==> config.mk <==
export PLATFORM = sky130hd
export DESIGN_NAME = dmem_access_ctrl
export DESIGN_NICKNAME = d
export VERILOG_FILES = /design/src/rtl/dmem_access_ctrl_pkg.sv /design/src/rtl/dmem_lane_align.sv /design/src/rtl/dmem_access_ctrl.sv
export SDC_FILE = /design/constraint.sdc
export NUM_CORES = 1
export LEC_CHECK = 0
export CORE_MARGIN = 3
export CORE_UTILIZATION = 43
export CTS_CLUSTER_DIAMETER = 120
export CTS_CLUSTER_SIZE = 25
export DETAILED_ROUTE_END_ITERATION = 12
export PLACE_DENSITY = 0.83
export SKIP_LAST_GASP = 1
export SYNTH_ARGS = -nofsm -noshare
export SYNTH_HDL_FRONTEND = slang
export SYNTH_SLANG_ARGS = --single-unit
==> constraint.sdc <==
create_clock -name Clk -period 2.7 [get_ports Clk]
set_input_delay 0.27 -clock Clk [delete_from_list [all_inputs] [get_ports Clk]]
set_output_delay 0.27 -clock Clk [all_outputs]
set_load 0.005 [all_outputs]
==> src/rtl/dmem_access_ctrl_pkg.sv <==
// Shared types for the data-memory access controller: access size codes,
// FSM states and the alignment rule.
package dmem_access_ctrl_pkg;

  typedef enum logic [1:0] {
    SZ_NONE = 2'b00,
    SZ_WORD = 2'b01,
    SZ_HALF = 2'b10,
    SZ_BYTE = 2'b11
  } size_e;

  typedef enum logic [1:0] {
    IDLE = 2'b00,
    REQ  = 2'b01,
    DONE = 2'b10
  } state_e;

  function automatic logic is_misaligned(input size_e sz, input logic [1:0] lo);
    case (sz)
      SZ_WORD: is_misaligned = (lo != 2'b00);
      SZ_HALF: is_misaligned = lo[0];
      default: is_misaligned = 1'b0;
    endcase
  endfunction

endpackage

==> src/rtl/dmem_lane_align.sv <==
// Byte-lane steering: byte enables and replicated store data for a request,
// plus lane extraction and sign extension of a returned load word.
module dmem_lane_align
  import dmem_access_ctrl_pkg::*;
(
  input  size_e       size,
  input  logic [1:0]  addr_lo,
  input  logic [31:0] store_data,
  input  logic [31:0] load_word,
  output logic [3:0]  byte_en,
  output logic [31:0] store_rep,
  output logic [31:0] load_ext
);

  logic [15:0] half_sel;
  logic [7:0]  byte_sel;

  always_comb begin
    half_sel  = addr_lo[1] ? load_word[31:16] : load_word[15:0];
    byte_sel  = load_word[{addr_lo, 3'b000} +: 8];
    byte_en   = '0;
    store_rep = store_data;
    load_ext  = load_word;
    case (size)
      SZ_WORD: byte_en = 4'b1111;
      SZ_HALF: begin
        byte_en   = addr_lo[1] ? 4'b1100 : 4'b0011;
        store_rep = {2{store_data[15:0]}};
        load_ext  = {{16{half_sel[15]}}, half_sel};
      end
      SZ_BYTE: begin
        byte_en   = 4'b0001 << addr_lo;
        store_rep = {4{store_data[7:0]}};
        load_ext  = {{24{byte_sel[7]}}, byte_sel};
      end
      default: ;
    endcase
  end

endmodule

==> src/rtl/dmem_access_ctrl.sv <==
// Sequences EX/MEM data accesses onto a req/ack memory port, stalling the
// pipeline until the access completes, times out, or is dropped as misaligned.
module dmem_access_ctrl
  import dmem_access_ctrl_pkg::*;
#(
  parameter int unsigned TIMEOUT = 16
) (
  input  logic        Clk,
  input  logic        Reset,
  input  logic [1:0]  MemRead,
  input  logic [1:0]  MemWrite,
  input  logic [31:0] ALUResult,
  input  logic [31:0] RData2,
  input  logic        MemAck,
  input  logic [31:0] MemRData,
  output logic        MemReq,
  output logic        MemWe,
  output logic [31:0] MemAddr,
  output logic [31:0] MemWData,
  output logic [3:0]  MemBE,
  output logic        Stall,
  output logic        LoadValid,
  output logic [31:0] LoadData,
  output logic        AlignErr,
  output logic        BusErr
);

  localparam int unsigned CNT_W = $clog2(TIMEOUT + 1);

  state_e           state_q, state_d;
  logic [CNT_W-1:0] cnt_q;
  size_e            sz_q;
  logic [1:0]       off_q;

  size_e       acc_sz, lane_sz;
  logic        acc_we, acc_present, acc_misaligned, go, tmo;
  logic [1:0]  lane_off;
  logic [3:0]  lane_be;
  logic [31:0] lane_wdata, lane_ldata;

  always_comb begin
    acc_we         = (MemWrite != 2'b00);
    acc_sz         = size_e'(acc_we ? MemWrite : MemRead);
    acc_present    = (acc_sz != SZ_NONE);
    acc_misaligned = is_misaligned(acc_sz, ALUResult[1:0]);
    tmo            = (cnt_q == CNT_W'(TIMEOUT - 1));
  end

  // One aligner serves both directions: stores are formed in IDLE from the
  // live request, loads are extracted in REQ from the latched size/offset.
  assign lane_sz  = (state_q == IDLE) ? acc_sz : sz_q;
  assign lane_off = (state_q == IDLE) ? ALUResult[1:0] : off_q;

  dmem_lane_align u_lane (
    .size       (lane_sz),
    .addr_lo    (lane_off),
    .store_data (RData2),
    .load_word  (MemRData),
    .byte_en    (lane_be),
    .store_rep  (lane_wdata),
    .load_ext   (lane_ldata)
  );

  always_ff @(posedge Clk) begin
    if (Reset) state_q <= IDLE;
    else       state_q <= state_d;
  end

  always_comb begin
    state_d  = state_q;
    Stall    = 1'b0;
    AlignErr = 1'b0;
    go       = 1'b0;
    case (state_q)
      IDLE: begin
        if (acc_present) begin
          if (acc_misaligned) begin
            AlignErr = 1'b1;
          end else begin
            Stall   = 1'b1;
            go      = 1'b1;
            state_d = REQ;
          end
        end
      end
      REQ: begin
        Stall = 1'b1;
        if (MemAck || tmo) state_d = DONE;
      end
      DONE:    state_d = IDLE;
      default: state_d = IDLE;
    endcase
  end

  always_ff @(posedge Clk) begin
    if (Reset) begin
      MemReq    <= 1'b0;
      MemWe     <= 1'b0;
      MemAddr   <= '0;
      MemWData  <= '0;
      MemBE     <= '0;
      LoadData  <= '0;
      LoadValid <= 1'b0;
      BusErr    <= 1'b0;
      cnt_q     <= '0;
      sz_q      <= SZ_NONE;
      off_q     <= '0;
    end else begin
      LoadValid <= 1'b0;
      BusErr    <= 1'b0;
      case (state_q)
        IDLE: begin
          if (go) begin
            MemReq   <= 1'b1;
            MemWe    <= acc_we;
            MemAddr  <= {ALUResult[31:2], 2'b00};
            MemBE    <= lane_be;
            MemWData <= lane_wdata;
            sz_q     <= acc_sz;
            off_q    <= ALUResult[1:0];
            cnt_q    <= '0;
          end
        end
        REQ: begin
          if (MemAck) begin
            MemReq <= 1'b0;
            if (!MemWe) begin
              LoadData  <= lane_ldata;
              LoadValid <= 1'b1;
            end
          end else if (tmo) begin
            MemReq   <= 1'b0;
            LoadData <= '0;
            BusErr   <= 1'b1;
          end else begin
            cnt_q <= cnt_q + CNT_W'(1);
          end
        end
        default: ;
      endcase
    end
  end

endmodule

Word level (Yosys, flattened, before mapping) --
Index checks and enable logic that the tools add are counted.
Storage, ports and cells: bits in registers 113, latch bits 0, RAM bits 0, bits in read-only memories 0, input bits 103, output and inout port bits 106, memories 0
Cells by class: add/sub/neg operators 1, $mul 0, div/mod/pow operators 0, order comparisons 0, equal/unequal tests 15, shift operators 2, muxes and demuxes 33, bitwise logic cells 2, reduce and logical (&&, ||, !) cells 14
Operator list (count):
- 32-bit case mux with 2 select lines | 2
- 32-bit 2-to-1 mux | 3
- 32-bit by 6-bit indexed part select with 8-bit output | 1
- 16-bit 2-to-1 mux | 1
- 5-bit 2-to-1 mux | 3
- 2-bit inequality test, second input constant | 7
- 2-bit 2-to-1 mux | 6
- 4-bit case mux with 3 select lines | 1
- 1-bit 2-to-1 mux | 11
- 5-bit case mux with 2 select lines | 1
- 2-bit nonzero test | 5
- 3-bit AND reduction | 3
- 2-bit by 1-bit equality test with 1-bit output, second input constant | 3
- 2-bit equality test, second input constant | 3
- 1-bit case mux with 2 select lines | 3
- 3-bit OR reduction | 2
- 5-bit by 1-bit adder with 5-bit output, second input constant | 1
- 5-bit by 4-bit equality test with 1-bit output, second input constant | 1
- 4-bit 2-to-1 mux | 1
- 2-bit case mux with 2 select lines | 1
- 4-bit AND reduction | 1
- 1-bit by 2-bit left shift with 4-bit output, first input constant | 1
- 3-bit inequality test, second input constant | 1
- 2-bit zero test | 1
- 3 further kinds | 4

Depth between registers and ports, before layout --
depth after elaboration 9, gate-level depth with buffers 11, mapped depth without buffers 9

Cells and area by module --
A second synthesis with hierarchy kept.
Second synthesis, totals: cells, all modules 664, area, all modules 5265.0 um^2
By module, submodules not included:
- dmem_access_ctrl | instances 1, cells each 494, area an instance 4175.3 um^2, sequential area each 2262.2 um^2
- dmem_lane_align | instances 1, cells each 170, area an instance 1089.8 um^2, sequential area each 0.0 um^2

Worst setup path after synthesis --
OpenSTA, ideal clock, no wires.
kind input to register, start in MemRead[0], end reg MemWData[20], setup time 91 ps, data arrival time 2235 ps, required time 2609 ps, setup slack 374 ps, stages 11, buffers on the path 2, cells stage by stage nor2b_1 nor2_1 inv_1 ha_1 o21ai_0 a21bo_2 nor3b_1 clkbuf_1 clkbuf_1 nor2_1 a311oi_1
On the way: word-level cells in the longest chain between the ends 7, elaborated cells between the ends (all ways) 13, those cells by class eq/ne (4); mux (7); reduce/logical (2)
Ends and longest elaborated chain:
- start: declaration | RTL line dmem_access_ctrl.sv:10 | input logic [1:0] MemRead,
- 2-bit 2-to-1 mux (*) | RTL line dmem_access_ctrl.sv:43 | acc_sz = size_e'(acc_we ? MemWrite : MemRead);
- via acc_sz[0] | RTL line dmem_access_ctrl.sv:35 | size_e acc_sz, lane_sz;
- 2-bit equality test or 2-bit by 1-bit equality test with 1-bit output (tied branches) | RTL line dmem_access_ctrl_pkg.sv:19 | case (sz)
- 1-bit case mux with 2 select lines | RTL line dmem_access_ctrl_pkg.sv:19
- 1-bit 2-to-1 mux | RTL line dmem_access_ctrl.sv:77 | if (acc_misaligned) begin
- 1-bit 2-to-1 mux | RTL line dmem_access_ctrl.sv:76 | if (acc_present) begin
- 1-bit 2-to-1 mux | RTL line dmem_access_ctrl.sv:74 | case (state_q)
- 2-bit AND reduction (no line)
- end signal: assignment | RTL line dmem_access_ctrl.sv:118 | MemWData <= lane_wdata;
- end: declaration | RTL line dmem_access_ctrl.sv:19 | output logic [31:0] MemWData,
Mark *: on every way through the listed nets, which the timed path passes. The rest lies on a longest branch. A chain may end at the register's enable or synchronous reset.

Final worst setup path --
start in MemRead[0], end out Stall
On the way: word-level cells in the longest chain between the ends 6, elaborated cells between the ends (all ways) 8, those cells by class eq/ne (2); mux (5); reduce/logical (1)
Ends and longest elaborated chain:
- 2-bit 2-to-1 mux (*) | RTL line dmem_access_ctrl.sv:43
- via acc_sz[0] | RTL line dmem_access_ctrl.sv:35
- 2-bit equality test or 2-bit by 1-bit equality test with 1-bit output (tied branches) | RTL line dmem_access_ctrl_pkg.sv:19
- 1-bit case mux with 2 select lines | RTL line dmem_access_ctrl_pkg.sv:19
- 1-bit 2-to-1 mux | RTL line dmem_access_ctrl.sv:77
- 1-bit 2-to-1 mux (*) | RTL line dmem_access_ctrl.sv:76
- 1-bit case mux with 2 select lines (*) | RTL line dmem_access_ctrl.sv:74
- end: declaration | RTL line dmem_access_ctrl.sv:21 | output logic Stall,
Marks and branches as above.

==> results.sh <==
export IMPL_numCtsBuffers=17
export IMPL_fmax_mhz=381
export IMPL_crit_family="buffers and inverters"
export IMPL_maxSlewHeadroom_pct=43.3
export IMPL_die_area_mm2=0.0127
export IMPL_yosysUniqueCellTypes=58
export IMPL_status="completed"
export IMPL_cp_depth=10
export IMPL_synth_edff_count=0
export IMPL_finalHoldWorstSlack_ns=0.414
export IMPL_cts_root_buf="clkbuf_16"
export IMPL_cp_data_required_time_ns=2.43
export IMPL_core_mm2=0.0110
export IMPL_insertion_delay_ns=0.40
export IMPL_via_per_inst=5.54
export IMPL_cts_htree_levels=4
export IMPL_path_max_fanout=5
export IMPL_syn_inst=601
export IMPL_final_hold_viol_count=0
export IMPL_grt_overflow=0
export IMPL_wl_met1_mm=6.41
export IMPL_io_buffers=206
export IMPL_clockBufferDepth=2
export IMPL_path_clk_slew_ns=0.05
export IMPL_power_density_mw_per_mm2=707
export IMPL_nets=916
export IMPL_crit_path_top_delay_cell="clkdlybuf4s50_1"
export IMPL_avgSynthCellArea_um2=8.14
export IMPL_fin_skew_ns=0.0107
export IMPL_grt_max_degree=82
export IMPL_wirelength_mm=16.5
export IMPL_synth_top_area_cell="dfxtp_1"
export IMPL_cts_setup_buffers=0
export IMPL_dr_wl_met3_mm=1.73
export IMPL_rr_startpoint="state_q[0]"
export IMPL_end_kind="output pin"
export IMPL_seq_area_frac_synth_pct=46.2
export IMPL_final_max_slew_viol_count=0
export IMPL_min_path_cells=3
export IMPL_synthTopCellsByCount="144 x nand2_1, 113 x dfxtp_1, 62 x a21oi_1, 48 x nor2_1, 35 x clkbuf_1"
export IMPL_ys_seq_elements=113
export IMPL_initial_core_util_pct=44.6
export IMPL_cts_tree="yes"
export IMPL_drive_gt1_share_pct=9.29
export IMPL_cpPeakStageDelay_ns=0.54
export IMPL_grt_pass1_wl_mm=26.9
export IMPL_crit_type="primary input to output pin"
export IMPL_hpwl_mm=11.8
export IMPL_avgRoutedWirePerCell_um=17.3
export IMPL_post_route_drc_count=0
export IMPL_yosys_cell_count_top_type="nand2_1"
export IMPL_syn_to_final_growth_pct=58.1
export IMPL_synth_area_top_cells="dfxtp_1 46%, nand2_1 11%, a21oi_1 6.3%"
export IMPL_dr_pass1_iters=4
export IMPL_worst_pin_slew_ns=0.850
export IMPL_place_congestion=0.899
export IMPL_die_w_um=113
export IMPL_syn_cell_area_mm2=0.00489
export IMPL_cp_start_kind="primary input"
export IMPL_yosysTopAreaCellShare_pct=46.2
export IMPL_cp_common_cell="clkdlybuf4s50_1"
export IMPL_drv_cap=0
export IMPL_detail_route_iter0_violations=433
export IMPL_crit_start="MemRead[0]"
export IMPL_yosysWarningCount=0
export IMPL_antenna_cells=0
export IMPL_holdBufCountCts=0
export IMPL_ant_nets=0
export IMPL_grt_pass1_vias=5530
export IMPL_dieHeight_um=113
export IMPL_io_pins=209
export IMPL_dr_wl_met2_mm=7.88
export IMPL_ir_drop_mv=0.451
export IMPL_cts_sinks=113
export IMPL_critPathBufInv=3
export IMPL_r2r_worst_path_cells=5
export IMPL_grt_util_all_layers_pct=26.0
export IMPL_async_flop_share_pct=0
export IMPL_synth_ff_type="dfxtp_1"
export IMPL_arrival_ns=2.36
export IMPL_rsz0062_at_grt="yes"
export IMPL_fin_crit_sh_pct=97.3
export IMPL_dr_total_vias=5312
export IMPL_crit_chain="clkdlybuf4s50_1 -> nor2b_2 -> nor2_2 -> inv_1 -> ha_1 -> o21ai_0 -> a21bo_2 -> nand2_2 -> nand2_1 -> clkdlybuf4s50_1"
export IMPL_p_leak_nw=3.01
export IMPL_hp_start="Reset"
export IMPL_finish_utilization_pct=70.4
export IMPL_antenna_found_initial=0
export IMPL_top_layer_used="met4"
export IMPL_min_period_ns=2.63
export IMPL_finalSetupViolCount=0
export IMPL_num_rows=38
export IMPL_min_path_type="primary input to flop"
## sequential cells by signal, summed over array words and instances (netlist names)
signal and count:
MemReq 1, state_q 2, MemWe 1, MemWData 32, BusErr 1, LoadValid 1, MemBE 4, sz_q 2
off_q 2, LoadData 32, cnt_q 5, MemAddr 30
## worst min-delay path: stages
cell and delay [ns]:
buf_2 0.10, or3_1 0.27, clkinv_4 0.10
## stage by stage
step	setup TNS (ns)	area (µm²)	setup WS (ns)	power, mW	std cells
2_1_floorplan	0	4900	0.374	2.63	602
3_3_place_gp	0	7170	0.0302	3.37	929
3_5_place_dp	-1.09	7170	-0.0578	3.41	929
4_1_cts	0	7720	0.000842	5.49	958
5_1_grt	-0.0238	7740	-0.0238	5.73	958
6_report	0	7740	0.0727	5.47	958
## cells in the final DEF, fill, tap and decap left out, types with 8 or more instances in the layout
cell,count
clkdlybuf4s50_1,205
nand2_1,143
dfxtp_1,113
a21oi_1,62
nor2_1,44
a221o_1,23
buf_4,22
inv_1,20
nor3_1,17
a311oi_1,17
clkbuf_16,17
o21ai_0,14
o211ai_1,9
a22oi_1,9
a311o_1,8
a211oi_1,8
## final cells by class
| cell class | instances | area (µm²) |
|---|---|---|
| Inverter | 21 | 83.8 |
| Tap cell | 140 | 175 |
| Clock buffer | 23 | 488 |
| Fill cell | 870 | 3250 |
| Timing Repair Buffer | 232 | 2300 |
| Multi-Input combinational cell | 423 | 2370 |
| Sequential cell | 113 | 2260 |
| Clock inverter | 6 | 57.6 |
## final timing paths
path	end	slack, ns
setup / recovery	Stall	0.07
hold / removal	LoadValid	0.41
setup reg to reg	LoadData[26]	0.31
hold reg to reg	LoadData[0]	0.44
## repair_timing
action	4_1_cts	5_1_grt
cloned	0	0
resized for setup	1	5
endpoints found under the setup margin	2	19
## per-layer routing
metal,track usage [%],up-vias
li1,-,2524
met1,30.2,2485
met2,42.7,260
met3,9.79,43
met4,11.9,0
met5,0,-
## cells by family (layout without fill, tap and decap cells)
kind of cell,count (synthesis),in the layout,synth area share [%]
AO/OA/AOI/OAI,173,173,24.9
XOR/XNOR,1,1,0.179
adder cells (fa/ha/maj),5,5,1.28
buffers and inverters,66,282,6.08
flip-flops,113,113,46.2
multiplexers,2,2,0.435
other,1,2,0.0766
AND/OR/NAND/NOR,240,240,20.8
## where the power goes
| group | leakage [nW] | total [mW] | internal [mW] | switching [mW] |
|---|---|---|---|---|
| combinational | 1.82 | 1.43 | 0.746 | 0.683 |
| clock | 0.271 | 2.06 | 1.34 | 0.722 |
| sequential | 0.928 | 1.98 | 1.86 | 0.117 |
| total | 3.01 | 5.47 | 3.94 | 1.52 |
Power figures use the tool's default switching activity.
